$ cat src/rtl/hazard_scoreboard.sv
// hazard_scoreboard -- hazard detection and forwarding control for a
// five-stage pipeline that also has a multi-cycle multiplier.
//
// Build option: HAZARD_SCOREBOARD_STATS_EN adds a saturating 32-bit
// stall_cnt output that counts stalled cycles.
//
// Ports:
//   clk, rst                   clock, synchronous active-high reset
//   Branch_ID                  taken branch in ID
//   rs1use_ID/rs2use_ID        ID instruction reads rs1 / rs2
//   rduse_ID                   ID instruction writes rd
//   hazard_optype_ID [2:0]     0 NONE, 1 ALU, 2 LOAD, 3 STORE, 4 MUL (5..7 = NONE)
//   rs1_ID, rs2_ID, rd_ID      ID register indices
//   rd_EXE, rd_MEM, rs2_EXE    downstream register indices
//   PC_EN_IF .. reg_MW_EN      pipeline-register enables / stall / flush
//   forward_ctrl_A/B [1:0]     01 EXE ALU, 10 MEM ALU, 11 MEM LOAD, 00 none
//   forward_ctrl_ls            forward MEM load data into an EXE store
//   mul_busy                   multiplier occupied
//   stall_cnt [31:0]           (stats build only) stalled-cycle counter
module hazard_scoreboard #(
  parameter int REG_AW  = 5,
  parameter int MUL_LAT = 4
) (
  input  logic              clk,
  input  logic              rst,
  input  logic              Branch_ID,
  input  logic              rs1use_ID,
  input  logic              rs2use_ID,
  input  logic              rduse_ID,
  input  logic [2:0]        hazard_optype_ID,
  input  logic [REG_AW-1:0] rs1_ID,
  input  logic [REG_AW-1:0] rs2_ID,
  input  logic [REG_AW-1:0] rd_ID,
  input  logic [REG_AW-1:0] rd_EXE,
  input  logic [REG_AW-1:0] rd_MEM,
  input  logic [REG_AW-1:0] rs2_EXE,
  output logic              PC_EN_IF,
  output logic              reg_FD_EN,
  output logic              reg_FD_stall,
  output logic              reg_FD_flush,
  output logic              reg_DE_EN,
  output logic              reg_DE_flush,
  output logic              reg_EM_EN,
  output logic              reg_EM_flush,
  output logic              reg_MW_EN,
  output logic [1:0]        forward_ctrl_A,
  output logic [1:0]        forward_ctrl_B,
  output logic              forward_ctrl_ls,
  output logic              mul_busy
`ifdef HAZARD_SCOREBOARD_STATS_EN
  ,
  output logic [31:0]       stall_cnt
`endif
);

  localparam logic [2:0] OP_NONE  = 3'd0;
  localparam logic [2:0] OP_ALU   = 3'd1;
  localparam logic [2:0] OP_LOAD  = 3'd2;
  localparam logic [2:0] OP_STORE = 3'd3;
  localparam logic [2:0] OP_MUL   = 3'd4;
  localparam logic [REG_AW-1:0] REG_ZERO = {REG_AW{1'b0}};

  typedef enum logic {ST_IDLE = 1'b0, ST_BUSY = 1'b1} mul_state_e;

  logic [2:0]        optype_id_s;
  logic [2:0]        optype_exe_r;
  logic [2:0]        optype_mem_r;
  mul_state_e        state_r;
  mul_state_e        state_nxt_s;
  logic [3:0]        cnt_r;
  logic [3:0]        cnt_nxt_s;
  logic [REG_AW-1:0] tag_r;
  logic [REG_AW-1:0] tag_nxt_s;
  logic              lu_stall_s;
  logic              mul_stall_s;
  logic              stall_s;
  logic              tag_live_s;

  // Forward select for one source operand; the younger EXE result wins.
  function automatic logic [1:0] fwd_sel(
    input logic [REG_AW-1:0] rs,
    input logic [REG_AW-1:0] rd_exe,
    input logic [REG_AW-1:0] rd_mem,
    input logic [2:0]        op_exe,
    input logic [2:0]        op_mem
  );
    logic [1:0] sel;
    if (rs == REG_ZERO) begin
      sel = 2'b00;
    end else if (rs == rd_exe && op_exe == OP_ALU) begin
      sel = 2'b01;
    end else if (rs == rd_mem && op_mem == OP_ALU) begin
      sel = 2'b10;
    end else if (rs == rd_mem && op_mem == OP_LOAD) begin
      sel = 2'b11;
    end else begin
      sel = 2'b00;
    end
    return sel;
  endfunction

  // Codes 5..7 behave as NONE everywhere, so fold them once here.
  assign optype_id_s = (hazard_optype_ID > OP_MUL) ? OP_NONE : hazard_optype_ID;

  // Load result is not available for an ALU consumer in EXE; a store only
  // needs rs2 in MEM, where forward_ctrl_ls covers it.
  assign lu_stall_s = (optype_exe_r == OP_LOAD) &&
                      ((rs1use_ID && rs1_ID != REG_ZERO && rs1_ID == rd_EXE) ||
                       (rs2use_ID && rs2_ID != REG_ZERO && rs2_ID == rd_EXE &&
                        optype_id_s != OP_STORE));

  assign tag_live_s  = (tag_r != REG_ZERO);
  assign mul_stall_s = (state_r == ST_BUSY) &&
                       ((tag_live_s && rs1use_ID && rs1_ID == tag_r) ||
                        (tag_live_s && rs2use_ID && rs2_ID == tag_r) ||
                        (tag_live_s && rduse_ID  && rd_ID  == tag_r) ||
                        (optype_id_s == OP_MUL));
  assign stall_s = lu_stall_s | mul_stall_s;

  assign PC_EN_IF        = ~stall_s;
  assign reg_FD_stall    = stall_s;
  assign reg_DE_flush    = stall_s;
  // A stalled branch stays in ID and is re-evaluated on the next cycle.
  assign reg_FD_flush    = Branch_ID & ~stall_s;
  assign reg_FD_EN       = 1'b1;
  assign reg_DE_EN       = 1'b1;
  assign reg_EM_EN       = 1'b1;
  assign reg_MW_EN       = 1'b1;
  assign reg_EM_flush    = 1'b0;
  assign forward_ctrl_A  = fwd_sel(rs1_ID, rd_EXE, rd_MEM, optype_exe_r, optype_mem_r);
  assign forward_ctrl_B  = fwd_sel(rs2_ID, rd_EXE, rd_MEM, optype_exe_r, optype_mem_r);
  assign forward_ctrl_ls = (rs2_EXE == rd_MEM) && (rs2_EXE != REG_ZERO) &&
                           (optype_mem_r == OP_LOAD) && (optype_exe_r == OP_STORE);
  assign mul_busy        = (state_r == ST_BUSY);

  // Operation-type shadow of the EXE and MEM stages.
  always_ff @(posedge clk) begin
    if (rst) begin
      optype_exe_r <= OP_NONE;
      optype_mem_r <= OP_NONE;
    end else begin
      optype_exe_r <= reg_DE_flush ? OP_NONE : optype_id_s;
      optype_mem_r <= reg_EM_flush ? OP_NONE : optype_exe_r;
    end
  end

  // Multiplier occupancy: next state, counter and destination tag.
  always_comb begin
    state_nxt_s = state_r;
    cnt_nxt_s   = cnt_r;
    tag_nxt_s   = tag_r;
    case (state_r)
      ST_IDLE: begin
        if (optype_id_s == OP_MUL && !stall_s) begin
          state_nxt_s = ST_BUSY;
          cnt_nxt_s   = 4'(MUL_LAT - 1);
          tag_nxt_s   = rd_ID;
        end else begin
          state_nxt_s = ST_IDLE;
        end
      end
      ST_BUSY: begin
        if (cnt_r == 4'd0) begin
          state_nxt_s = ST_IDLE;
        end else begin
          cnt_nxt_s = cnt_r - 4'd1;
        end
      end
      default: begin
        state_nxt_s = ST_IDLE;
        cnt_nxt_s   = 4'd0;
      end
    endcase
  end

  // Multiplier state register; reset wins over any transition.
  always_ff @(posedge clk) begin
    if (rst) begin
      state_r <= ST_IDLE;
      cnt_r   <= 4'd0;
      tag_r   <= REG_ZERO;
    end else begin
      state_r <= state_nxt_s;
      cnt_r   <= cnt_nxt_s;
      tag_r   <= tag_nxt_s;
    end
  end

`ifdef HAZARD_SCOREBOARD_STATS_EN
  logic [31:0] stall_cnt_r;

  // Saturating count of stalled cycles.
  always_ff @(posedge clk) begin
    if (rst) begin
      stall_cnt_r <= 32'd0;
    end else if (stall_s && stall_cnt_r != 32'hFFFF_FFFF) begin
      stall_cnt_r <= stall_cnt_r + 32'd1;
    end else begin
      stall_cnt_r <= stall_cnt_r;
    end
  end

  assign stall_cnt = stall_cnt_r;
`endif

endmodule

$ cat config.mk
export PLATFORM = sky130hd
export DESIGN_NAME = hazard_scoreboard
export DESIGN_NICKNAME = d
export VERILOG_FILES = /design/src/rtl/hazard_scoreboard.sv
export SDC_FILE = /design/constraint.sdc
export NUM_CORES = 1
export LEC_CHECK = 0
export CAP_MARGIN = 30
export CORE_AREA = 2 2 85 46
export CTS_BUF_LIST = sky130_fd_sc_hd__clkbuf_16
export CTS_CLUSTER_SIZE = 20
export DETAILED_ROUTE_END_ITERATION = 12
export DIE_AREA = 0 0 87 48
export GPL_TIMING_DRIVEN = 0
export PLACE_DENSITY = 0.74
export SLEW_MARGIN = 20
export SYNTH_ARGS = -nofsm -noshare
export SYNTH_HDL_FRONTEND = slang
export SYNTH_SLANG_ARGS = --single-unit
export TNS_END_PERCENT = 50
$ cat constraint.sdc
create_clock -name clk -period 2.6 [get_ports clk]
set_clock_uncertainty 0.15 [all_clocks]
set_input_delay 0.52 -clock clk [delete_from_list [all_inputs] [get_ports clk]]
set_output_delay 0.52 -clock clk [all_outputs]
set_load 0.01 [all_outputs]
# Word-level counts from Yosys, hierarchy flattened
# Index checks and enable logic that the tools add are counted.
word_totals:
  in_bits: 39
  ff_bits: 16
  wordCells: 81
op_classes:
  bitwise_logic: 4
  n_lt_le_gt_ge: 1
  n_reduce_logical: 38
  n_mux: 15
  n_eq_ne: 17
  addsub: 1
op_table:
  columns: ["operator", "count"]
  rows:
  - ["5-bit == test", 8]
  - ["1-bit logical AND", 23]
  - ["5-bit nonzero test", 4]
  - ["2-bit 2-to-1 mux", 8]
  - ["5-bit logical NOT", 2]
  - ["3-bit by 2-bit == test with 1-bit output, second input constant", 3]
  - ["4-bit 2-to-1 mux", 2]
  - ["4-bit case mux with 2 select lines", 1]
  - ["3-bit by 1-bit == test with 1-bit output, second input constant", 2]
  - ["4-bit logical NOT", 1]
  - ["1-bit logical OR", 4]
  - ["2-bit != test, second input constant", 2]
  - ["2-bit AND reduction", 2]
  - ["4-bit by 1-bit subtractor with 4-bit output, second input constant", 1]
  - ["3-bit == test, second input constant", 1]
  - ["3-bit > comparator, second input constant", 1]
  - ["3-bit 2-to-1 mux", 1]
  - ["3-bit by 2-bit != test with 1-bit output, second input constant", 1]
  - ["1-bit 2-to-1 mux", 2]
  - ["1-bit NOT", 2]
  - ["1-bit case mux with 2 select lines", 1]
  - ["2-bit OR reduction", 1]
  - ["1-bit bitwise AND", 1]
  - ["1-bit logical NOT", 1]
  - ["1-bit OR", 1]

# Depth between registers and ports, before layout
logic_depth:
  ltp_word: 12
  mapped_depth: 6
  ltp_nobuf: 6

# Worst setup path before layout
# OpenSTA, ideal clock, no wires.
synth_path:
  path_kind: "input port to output port"
  start: "input rs1_ID[1]"
  end: "output reg_FD_stall"
  arrival_time_ns: 1.950
  required_ns: 1.930
  path_slack_ns: -0.020
  stages: 6
  n_path_buf: 1
  path_cell_list: "or4_1 > nor2_1 > nand4b_1 > nand2_1 > or3_1 > buf_4"
synth_via:
  elab_chain_len: 7
synth_rtl:
  columns: ["element", "line", "text"]
  rows:
  - ["from (decl)", "31", "input logic [REG_AW-1:0] rs1_ID,"]
  - ["5-bit == test", "114", "((tag_live_s && rs1use_ID && rs1_ID == tag_r) ||"]
  - ["1-bit logical AND", "114", null]
  - ["1-bit logical OR", "114", null]
  - ["1-bit logical OR", "115", "(tag_live_s && rs2use_ID && rs2_ID == tag_r) ||"]
  - ["1-bit logical OR", "116", "(tag_live_s && rduse_ID && rd_ID == tag_r) ||"]
  - ["1-bit logical AND", "113", "assign mul_stall_s = (state_r == ST_BUSY) &&"]
  - ["1-bit OR (*)", "118", "assign stall_s = lu_stall_s | mul_stall_s;"]
  - ["to (decl)", "39", "output logic reg_FD_stall,"]
# Mark *: on every way between the ends. The rest lies on a longest branch, timed or not.

# Final worst setup path
layout_path:
  start: "input rs1_ID[2]"
  end: "output reg_FD_flush"
layout_via:
  elab_chain_len: 9
layout_rtl:
  columns: ["element", "line", "text"]
  rows:
  - ["5-bit == test", "114", null]
  - ["1-bit logical AND", "114", null]
  - ["1-bit logical OR", "114", null]
  - ["1-bit logical OR", "115", null]
  - ["1-bit logical OR", "116", null]
  - ["1-bit logical AND", "113", null]
  - ["1-bit OR (*)", "118", null]
  - ["1-bit NOT (*)", "124", "assign reg_FD_flush = Branch_ID & ~stall_s;"]
  - ["1-bit bitwise AND (*)", "124", null]
  - ["to (decl)", "40", "output logic reg_FD_flush,"]
# Marked as above.

==> metrics.yaml <==
outcome: "complete, but fails checks"
violations: "negative setup slack"
switching_share: 0.272
power_switching_mw: 0.221
dr.first_iter.drc_count: 76
p_total_mw: 0.811
num-fill-cells: 243
ys_seq_area_frac: 0.240
placed_area_sq_um: 1890
grt_pass1_vias: 1434
synth_top_cell_area_share: 0.240
multi_input_area_sq_um: 1120
cts.hold.buffers_added: 0
max_stage_delay_ns: 0.53
peakVddDrop_mv: 0.328
rows: 15
start_kind: "input pin"
pre_cts_ws_ns: -1.11
antenna_cells: 0
synth.distinct_cells: 37
cp.arrival_ns: 2.12
syn_inst: 160
synth_area_leaders: "dfxtp_1, xor2_1, xnor2_1, nand2b_1, nor4_1"
pwr-share-comb: 0.293
insertion_delay_ns: 0.25
gr-total-overflow: 0
cts_buffers: 3
pwr-share-clk: 0.379
slew_headroom: 0.430
worst-slew-pin-transition_ns: 0.844
grt_start_max_net_pins: 11
worstReg2RegStart: "optype_exe_r[1]$_SDFF_PP0_"
drv_slew: 0
place_hpwl_mm: 2.82
yosysWarnings: 0
power.internal_mw: 0.590
critPathMaxFanout: 3
pwr-share-seq: 0.329
cap_violations: 0
critPathLaunch: "rs1_ID[2]"
routedWlPerCell_microns: 16.4
min_path_type: "reg2reg"
syn_area_sq_um: 1340
rsz0062_at_grt: "yes"
die_h_microns: 48
synth-async-reset-ratio: 0
post-route-min-period_ns: 2.79
cts_sinks: 16
leakagePower_nw: 0.990
avgSynthCellArea_sq_um: 8.35
drc: 0
hold_start: "cnt_r[1]$_SDFFE_PP0P_"
viasPerCell: 5.16
root_buffer: "clkbuf_16"
clk_pin_slew_ns: 0.05
tritoncts: "yes"
htree_levels: 1
hold_viol_final: 0
p_per_area_nw_per_um2: 354
core_sq_um: 3360
ys.flop_type: "dfxtp_1"
port_buffers: 48
fin_crit_sh: 1.07
final-setup-viol-count: 6
area_delta_synth_final_pct: 71.6
critPathBufInv: 3
cp_slowest_cell: "or4_4"
synth-seq-cells: 16
fmax_mhz: 358
pin_count: 54
drive_above_1_share: 0.373
grt_antenna_before_repair: 0
crit_chain: "buf_8 -> or4_4 -> nor2_4 -> nand4b_1 -> nand2_4 -> buf_4 -> nor4b_2 -> buf_2"
path_class: "in2out"
layout.area.seq_sq_um: 322
synth-edff-count: 0
nets: 285
finalWirelength_mm: 4.69
start_util: 0.398
end_kind: "output pin"
postLayoutCoreUtil: 0.683
gp_congestion: 0.849
via_count: 1477
clockBufferDepth: 2
fin_ws_ns: -0.193
yosysTopAreaCell: "dfxtp_1"
ant_nets: 0
die_area_sq_um: 4180
path_delay_family: "simple AND/OR/NAND/NOR gates"
fin_area_sq_um: 2290
critPathRequiredTime_ns: 1.93
dr.pass1.iters: 4
die_width_microns: 87
grtUsageTotal: 0.220
grt_pass1_wl_mm: 6.85
## flip-flops by register name (all words and copies together), names as in the netlist
register      cells
mul_busy          1
tag_r             5
cnt_r             4
optype_mem_r      3
optype_exe_r      3
## metal layers
layer	global-route usage	wire (microns)	up-vias	share of wire
met5	0	0	-	0
met4	0.0625	56	0	0.012
met3	0.0586	328	8	0.070
met2	0.437	2440	56	0.52
met1	0.241	1870	695	0.40
li1	-	-	718	-
## worst paths after layout
| path | end | slack [ns] | depth (start not counted) |
|---|---|---|---|
| max | reg_FD_flush | -0.19 | 8 |
| min | cnt_r[1]$_SDFFE_PP0P_ | 0.36 | 1 |
| max reg2reg | cnt_r[1]$_SDFFE_PP0P_ | 0.19 | 10 |
| min reg2reg | cnt_r[1]$_SDFFE_PP0P_ | 0.36 | 1 |
## placed cells by master (no fill, tap or decap), types with 2 or more instances in the layout
cell             netlist  final
xnor2_2                0      4
nor2_4                 0      2
buf_8                  0      2
dlygate4sd2_1          0     11
and3_1                 2      2
o31a_1                 2      2
xnor2_1               19     15
nor2_1                 9      7
buf_2                  0     12
clkbuf_16              0      4
nand2_1                6      5
nand4_1                2      2
nand3_1                6      5
buf_4                  6     32
nand2b_1              12     11
nor2b_1                5      5
clkbuf_1               2      2
inv_1                  4      4
conb_1                 2      5
mux2i_1                5      5
clkbuf_2               0      5
dfxtp_1               16     15
clkdlybuf4s50_1        0     12
nor4_1                 9      7
buf_6                  1      6
or4_4                  1      4
nor3_1                 4      2
xor2_1                23     23
## area by class of cell
| cell class | instances | area share |
|---|---|---|
| Multi-Input combinational cell | 134 | 0.489 |
| Clock buffer | 3 | 0.0327 |
| Sequential cell | 16 | 0.140 |
| Inverter | 4 | 0.00655 |
| Buffer | 9 | 0.0311 |
| Timing Repair Buffer | 77 | 0.276 |
| Clock inverter | 1 | 0.00164 |
| Tap cell | 42 | 0.0229 |
## Yosys cell counts, types with 2 or more instances
cell,instances
xor2_1,23
o31a_1,2
xnor2_1,19
and3_1,2
nor3b_1,3
a31oi_1,2
nor2b_1,5
nor4_1,9
nor4b_1,2
buf_4,6
inv_1,4
o22ai_1,2
nand4_1,2
nand2_1,6
nor3_1,4
or4_1,3
nand2b_1,12
dfxtp_1,16
conb_1,2
mux2i_1,5
nor2_1,9
clkbuf_1,2
nand3_1,6
## repair_timing
action                                  in CTS  in global routing
endpoints found under the setup margin       9                 20
gates cloned                                 0                  1
setup buffers                               28                  4
pin swaps                                   21                 16
resized for setup                          124                 28
## per-stage QoR
step / hold slack, ns / setup TNS (ns) / std cells
2_1_floorplan: 0.315 / 0 / 163
3_3_place_gp: 0.329 / -8.39 / 253
3_5_place_dp: 0.333 / -8.25 / 253
4_1_cts: 0.352 / -1.54 / 285
5_1_grt: 0.371 / -0.976 / 286
6_report: 0.359 / -0.819 / 286
## power by group through the flow
stage	logic (mW)	registers, mW	clock network, mW
2_1_floorplan	0.0971	0.267	0
3_3_place_gp	0.192	0.269	0
3_5_place_dp	0.193	0.269	0
4_1_cts	0.213	0.265	0.309
5_1_grt	0.255	0.267	0.321
6_report	0.237	0.266	0.307
## kinds of logic after synthesis
family | count (synthesis) | synth area share
buf+inv | 13 | 0.0590
compound gates | 11 | 0.0580
fa+ha+maj | 1 | 0.00936
simple gates | 70 | 0.316
xor+xnor | 42 | 0.275
mux | 5 | 0.0375
flops | 16 | 0.240
other cells | 2 | 0.00562
No activity file was read; power rests on OpenSTA's default activity.
